### config.mk
export PLATFORM = sky130hd
export DESIGN_NAME = df_axil_write_sequencer
export DESIGN_NICKNAME = d
export VERILOG_FILES = /design/src/rtl/df_ctrl_pkg.sv /design/src/rtl/axil_single_write.sv /design/src/rtl/df_axil_write_sequencer.sv
export SDC_FILE = /design/constraint.sdc
export NUM_CORES = 1
export LEC_CHECK = 0
export ABC_AREA = 0
export BUFFER_PORTS_ARGS = -buffer_cell sky130_fd_sc_hd__buf_4
export CAP_MARGIN = 5
export CORE_AREA = 3 3 258 260
export DETAILED_ROUTE_END_ITERATION = 8
export DIE_AREA = 0 0 261 263
export PLACE_DENSITY = 0.63
export SLEW_MARGIN = 25
export SYNTH_ARGS = -nofsm -noshare
export SYNTH_HDL_FRONTEND = slang
export SYNTH_SLANG_ARGS = --single-unit
export TNS_END_PERCENT = 20
### constraint.sdc
create_clock -name clk -period 44.6 [get_ports clk]
set_input_delay 2.23 -clock clk [delete_from_list [all_inputs] [get_ports clk]]
set_output_delay 2.23 -clock clk [all_outputs]
set_load 0.02 [all_outputs]
### src/rtl/df_ctrl_pkg.sv
// Shared types and constants for the dataflow controller and its SAURIA
// configuration write sequencer.
package df_ctrl_pkg;

  localparam int SAURIA_NARGS = 8;

  localparam logic [1:0]  AXI_RESP_OKAY         = 2'b00;
  localparam int          SAURIA_CTRL_START_BIT = 0;
  localparam logic [31:0] SAURIA_REG_OFFSET     = 32'h10;

  typedef enum logic [2:0] {
    SEQ_IDLE,
    SEQ_ADDR,
    SEQ_RESP,
    SEQ_KICK,
    SEQ_KRESP,
    SEQ_WAIT_IRQ
  } seq_state_e;

endpackage

### src/rtl/axil_single_write.sv
// Issues one AXI-Lite AW+W pair while req is high and forwards the B response
// while resp_req is high.
module axil_single_write #(
  parameter int ADDR_WIDTH = 32
) (
  input  logic                  clk,
  input  logic                  rst,
  input  logic                  req,
  input  logic [ADDR_WIDTH-1:0] addr,
  input  logic [31:0]           data,
  input  logic                  resp_req,
  output logic                  ack,
  output logic                  resp_valid,
  output logic [1:0]            resp,
  output logic [ADDR_WIDTH-1:0] m_awaddr,
  output logic [2:0]            m_awprot,
  output logic                  m_awvalid,
  input  logic                  m_awready,
  output logic [31:0]           m_wdata,
  output logic [3:0]            m_wstrb,
  output logic                  m_wvalid,
  input  logic                  m_wready,
  input  logic [1:0]            m_bresp,
  input  logic                  m_bvalid,
  output logic                  m_bready
);

  // Handshake rule: a valid stays high until the cycle its ready is also
  // high; the transfer happens on that edge and the valid drops afterwards.
  logic aw_done, w_done;
  logic aw_hs, w_hs;

  assign m_awvalid = req & ~aw_done;
  assign m_wvalid  = req & ~w_done;
  assign m_awaddr  = addr;
  assign m_awprot  = 3'b000;
  assign m_wdata   = data;
  assign m_wstrb   = 4'hF;

  assign aw_hs = m_awvalid & m_awready;
  assign w_hs  = m_wvalid & m_wready;

  // ack fires in the cycle the later of the two handshakes completes.
  assign ack = req & (aw_done | aw_hs) & (w_done | w_hs);

  assign m_bready   = resp_req;
  assign resp_valid = resp_req & m_bvalid;
  assign resp       = m_bresp;

  always_ff @(posedge clk or posedge rst) begin
    if (rst) begin
      aw_done <= 1'b0;
      w_done  <= 1'b0;
    end else if (ack) begin
      aw_done <= 1'b0;
      w_done  <= 1'b0;
    end else begin
      if (aw_hs) aw_done <= 1'b1;
      if (w_hs)  w_done  <= 1'b1;
    end
  end

endmodule

### src/rtl/df_axil_write_sequencer.sv
// Snapshots N_REGS control words, writes them to the SAURIA config space over
// AXI-Lite, kicks the start bit and waits for the completion interrupt.
module df_axil_write_sequencer
  import df_ctrl_pkg::*;
#(
  parameter int                    N_REGS      = SAURIA_NARGS * 2,
  parameter int                    ADDR_WIDTH  = 32,
  parameter logic [ADDR_WIDTH-1:0] BASE_ADDR   = '0,
  parameter logic [ADDR_WIDTH-1:0] REG_OFFSET  = ADDR_WIDTH'(SAURIA_REG_OFFSET),
  parameter logic [ADDR_WIDTH-1:0] CTRL_OFFSET = '0
) (
  input  logic                  clk,
  input  logic                  rst,
  input  logic                  start_i,
  input  logic [N_REGS*32-1:0]  regs_i,
  output logic                  busy_o,
  output logic                  done_o,
  output logic                  err_o,
  input  logic                  irq_i,
  output logic [ADDR_WIDTH-1:0] m_awaddr,
  output logic [2:0]            m_awprot,
  output logic                  m_awvalid,
  input  logic                  m_awready,
  output logic [31:0]           m_wdata,
  output logic [3:0]            m_wstrb,
  output logic                  m_wvalid,
  input  logic                  m_wready,
  input  logic [1:0]            m_bresp,
  input  logic                  m_bvalid,
  output logic                  m_bready,
  output logic [ADDR_WIDTH-1:0] m_araddr,
  output logic [2:0]            m_arprot,
  output logic                  m_arvalid,
  input  logic                  m_arready,
  input  logic [31:0]           m_rdata,
  input  logic [1:0]            m_rresp,
  input  logic                  m_rvalid,
  output logic                  m_rready,
  output seq_state_e            dbg_state
);

  localparam int IDX_W = (N_REGS > 1) ? $clog2(N_REGS) : 1;

  seq_state_e              state, state_next;
  logic [IDX_W-1:0]        idx;
  logic [N_REGS-1:0][31:0] snapshot;
  logic                    irq_prev, irq_latch, irq_edge, irq_window;
  logic                    accept, finish, last_reg;
  logic                    wr_req, wr_ack, resp_req, resp_valid;
  logic [1:0]              resp;
  logic [ADDR_WIDTH-1:0]   wr_addr;
  logic [31:0]             wr_data;
  logic                    read_unused;

  assign m_araddr    = '0;
  assign m_arprot    = 3'b000;
  assign m_arvalid   = 1'b0;
  assign m_rready    = 1'b1;
  assign read_unused = ^{m_arready, m_rdata, m_rresp, m_rvalid};
  assign dbg_state   = state;

  assign last_reg   = (idx == IDX_W'(N_REGS - 1));
  assign accept     = (state == SEQ_IDLE) & start_i & ~done_o;
  assign irq_edge   = irq_i & ~irq_prev;
  assign irq_window = (state == SEQ_KICK) | (state == SEQ_KRESP) | (state == SEQ_WAIT_IRQ);
  assign finish     = (state == SEQ_WAIT_IRQ) & (irq_latch | irq_edge);

  assign wr_req   = (state == SEQ_ADDR) | (state == SEQ_KICK);
  assign resp_req = (state == SEQ_RESP) | (state == SEQ_KRESP);
  assign wr_addr  = (state == SEQ_KICK) ? (BASE_ADDR + CTRL_OFFSET)
                                        : (BASE_ADDR + REG_OFFSET + ADDR_WIDTH'({idx, 2'b00}));
  assign wr_data  = (state == SEQ_KICK) ? (32'h1 << SAURIA_CTRL_START_BIT) : snapshot[idx];

  axil_single_write #(.ADDR_WIDTH(ADDR_WIDTH)) u_write (
    .clk        (clk),
    .rst        (rst),
    .req        (wr_req),
    .addr       (wr_addr),
    .data       (wr_data),
    .resp_req   (resp_req),
    .ack        (wr_ack),
    .resp_valid (resp_valid),
    .resp       (resp),
    .m_awaddr   (m_awaddr),
    .m_awprot   (m_awprot),
    .m_awvalid  (m_awvalid),
    .m_awready  (m_awready),
    .m_wdata    (m_wdata),
    .m_wstrb    (m_wstrb),
    .m_wvalid   (m_wvalid),
    .m_wready   (m_wready),
    .m_bresp    (m_bresp),
    .m_bvalid   (m_bvalid),
    .m_bready   (m_bready)
  );

  always_comb begin
    state_next = state;
    case (state)
      SEQ_IDLE:     if (accept) state_next = SEQ_ADDR;
      SEQ_ADDR:     if (wr_ack) state_next = SEQ_RESP;
      SEQ_RESP:     if (resp_valid) state_next = last_reg ? SEQ_KICK : SEQ_ADDR;
      SEQ_KICK:     if (wr_ack) state_next = SEQ_KRESP;
      SEQ_KRESP:    if (resp_valid) state_next = SEQ_WAIT_IRQ;
      SEQ_WAIT_IRQ: if (finish) state_next = SEQ_IDLE;
      default:      state_next = SEQ_IDLE;
    endcase
  end

  always_ff @(posedge clk or posedge rst) begin
    if (rst) begin
      state     <= SEQ_IDLE;
      idx       <= '0;
      snapshot  <= '0;
      busy_o    <= 1'b0;
      done_o    <= 1'b0;
      err_o     <= 1'b0;
      irq_prev  <= 1'b0;
      irq_latch <= 1'b0;
    end else begin
      state    <= state_next;
      irq_prev <= irq_i;
      done_o   <= finish;
      if (accept) begin
        snapshot <= regs_i;
        idx      <= '0;
        err_o    <= 1'b0;
        busy_o   <= 1'b1;
      end else if (finish) begin
        busy_o <= 1'b0;
      end
      // Error responses are recorded but never cut the run short.
      if (resp_valid && (resp != AXI_RESP_OKAY)) err_o <= 1'b1;
      if ((state == SEQ_RESP) && resp_valid && !last_reg) idx <= idx + 1'b1;
      // An edge that lands before WAIT_IRQ is held here so it is not lost.
      if (finish) irq_latch <= 1'b0;
      else if (irq_window && irq_edge) irq_latch <= 1'b1;
    end
  end

endmodule

==> run summary <==
Post-DP HPWL = 53000 um
Layout overhead on the synthesized area = 27.0%
Ys async rst share = 1.00
Slew @ Worst Pin = 1.06 ns
CTS H-Tree Depth = 2
Commonest non-fill, non-tap cell in the layout = nand2_1
Register area share after synthesis = 0.542
FF-to-FF path depth = 7
Critical Path RT = 42.37 ns
EDFF count, synth = 0
Die area = 68600 um^2
Crit path max fanout = 44
Nets@finish = 3618
Min-delay worst type = reg -> reg
Final clock skew = 0.0212 ns
GP Congestion = 0.835
Final hold viol count = 0
FF-to-FF setup slack = 40.46 ns
Total GRT Usage = 0.215
Reg-to-Reg Start = dbg_state[1]
Average size of a mapped cell = 9.43 um^2
Max-slew violations = 0
Global-route wire length before repair = 114000 um
Total negative slack = 0 ns
Vias/cell = 4.84
Die W = 261 um
Period utilisation layout = 0.148
Largest net degree at the start of global routing = 210
Clock Path Buffers = 3
Routed Antenna Nets = 0
Minimum clock period = 6.58 ns
Number of global-route vias before repair = 19.1k
Register bit count reported by yosys = 526
Post-layout util = 0.479
CP Launch Point = idx[0]
Num CTS Buffers = 57
DR DRC count = 0
Status = complete, no violations
Placed Cells = 3855
Row count = 93
Critical Path AT = 4.35 ns
CP Capture Type = output pin
Worst setup path end = m_wdata[29]
RSZ-0062 raised after global routing = no
Overflow after GRT = 0
CP max-delay cell = dfrtp_4
CP Cell Sequence = buf_4, buf_4, mux4_2, a22o_1, a221o_1, buf_4
Most frequent cells in the layout = nand2_1 (1541), buf_4 (584), dfrtp_1 (524), mux4_2 (119), conb_1 (71)
Primary FF master, synth = dfrtp_1
Maximum VDD drop = 0.0000389 V
Static leakage = 16.2 nW
Clock sink total = 526
Initial Util = 0.377
Endpoints failing setup = 0
Worst-Skew Late Latency = 0.60 ns
CP peak stage delay = 0.85 ns
Clk Tree Root Cell = clkbuf_16
Yosys warning count = 0
Max-cap violations = 0
Initial antenna violation count = 14
Max Clk Rate = 0.152 GHz
Starting DRT DRC Count = 1704
Synthesized area = 24300 um^2
CTS tree = yes
Routed WL = 75600 um
CTS resizes = 0
Startpoint Class = flip-flop
Final cell count without fillers = 3969
I/O pin cnt = 674
Core area = 64300 um^2
IO Port Bufs = 566
Netlist cell types = 41
Pre-antenna DRT Iters = 5
Most Frequent Cell on Critical Path = buf_4
Total chip power = 2.12 mW
Setup CP Type = reg -> out
Layout cells sized above 1 = 0.262
Gate Count Post-Synth = 2574
Hold_buf cts = 0
Clock slew at reported path FFs = 0.06 ns
Relative slew slack = 0.293
Die height = 263 um
Total number of vias = 19.2k
Pwr Density = 68.7 nW/um^2
# Post-CTS Setup Buffers = 0
Wire length per cell = 19.1 um
Worst reg2reg endpoint = snapshot[92]
-- worst max-delay path: cells and delay by family (launching register included) --
kind                   cells  cell delay, ns
AOI/OAI and AO/OA          2            0.69
muxes                      1            0.57
DFF                        1            0.85
buffers and inverters      3            1.56
-- metal layers --
metal,global-route usage,share of wire
met1,0.306,0.44
met2,0.331,0.46
met3,0.0495,0.072
met4,0.0635,0.022
met5,0,0.00073
-- final cells by class --
cell class | count | area, um^2
inverter | 5 | 26.3
sequential | 526 | 13200
timing repair buffer | 591 | 4520
tap | 855 | 1070
clock inverter | 26 | 353
multi-input combinational | 1878 | 10000
antenna | 11 | 27.5
fill | 6134 | 33500
clock buffer | 77 | 1610
-- worst min-delay path by stage --
stage | startpoint | end | cells after the start
after CTS | snapshot[402] | snapshot[402] | 2
after detailed placement | snapshot[402] | snapshot[402] | 2
final | snapshot[201] | snapshot[201] | 2
after floorplan | snapshot[432] | snapshot[432] | 2
after global routing | snapshot[81] | snapshot[81] | 2
after global placement | snapshot[499] | snapshot[499] | 2
-- metrics by stage --
stage	hold WS, ns	setup WS (ns)	cell area [um^2]
floorplan	0.437	27.67	24500
global placement	0.451	38.29	28800
detailed placement	0.456	38.48	28800
CTS	0.471	37.81	30800
global route	0.481	37.60	30800
finish	0.466	38.02	30800
-- where the power goes --
part	leakage, nW	internal, mW	switching (mW)
sequential	6.57	0.699	0.126
combinational	8.65	0.344	0.451
clock	0.971	0.299	0.197
total	16.2	1.34	0.775
-- cell usage after synthesis (5+ instances only) --
library cell	number	share of area
buf_2	79	0.016
a21oi_1	7	0.0014
mux4_1	9	0.0097
a221o_1	30	0.012
nand2b_1	7	0.0018
clkbuf_1	63	0.0097
dfrtp_1	526	0.54
inv_1	5	0.00077
mux4_2	119	0.11
nand2_1	1541	0.24
nor2_1	17	0.0026
buf_4	79	0.024
buf_1	8	0.0012
a22o_1	31	0.011
o21ai_0	5	0.0010
-- state kept, by name, summed over array words and instances (netlist names) --
| signal | count |
|---|---|
| u_write.w_done | 1 |
| err_o | 1 |
| irq_latch | 1 |
| idx | 4 |
| dbg_state | 3 |
| irq_prev | 1 |
| u_write.aw_done | 1 |
| busy_o | 1 |
| done_o | 1 |
| snapshot | 512 |
-- logic make-up after synthesis --
| group | share of synthesized area |
|---|---|
| xor gates and xnor gates | 0.000361 |
| DFF | 0.542 |
| AOI/OAI and AO/OA | 0.0303 |
| muxes | 0.121 |
| buffers and inverters | 0.0557 |
| other | 0.000310 |
| and+or+nand+nor | 0.248 |
| adders and majority gates | 0.00103 |
(Power assumes the default switching activity.)
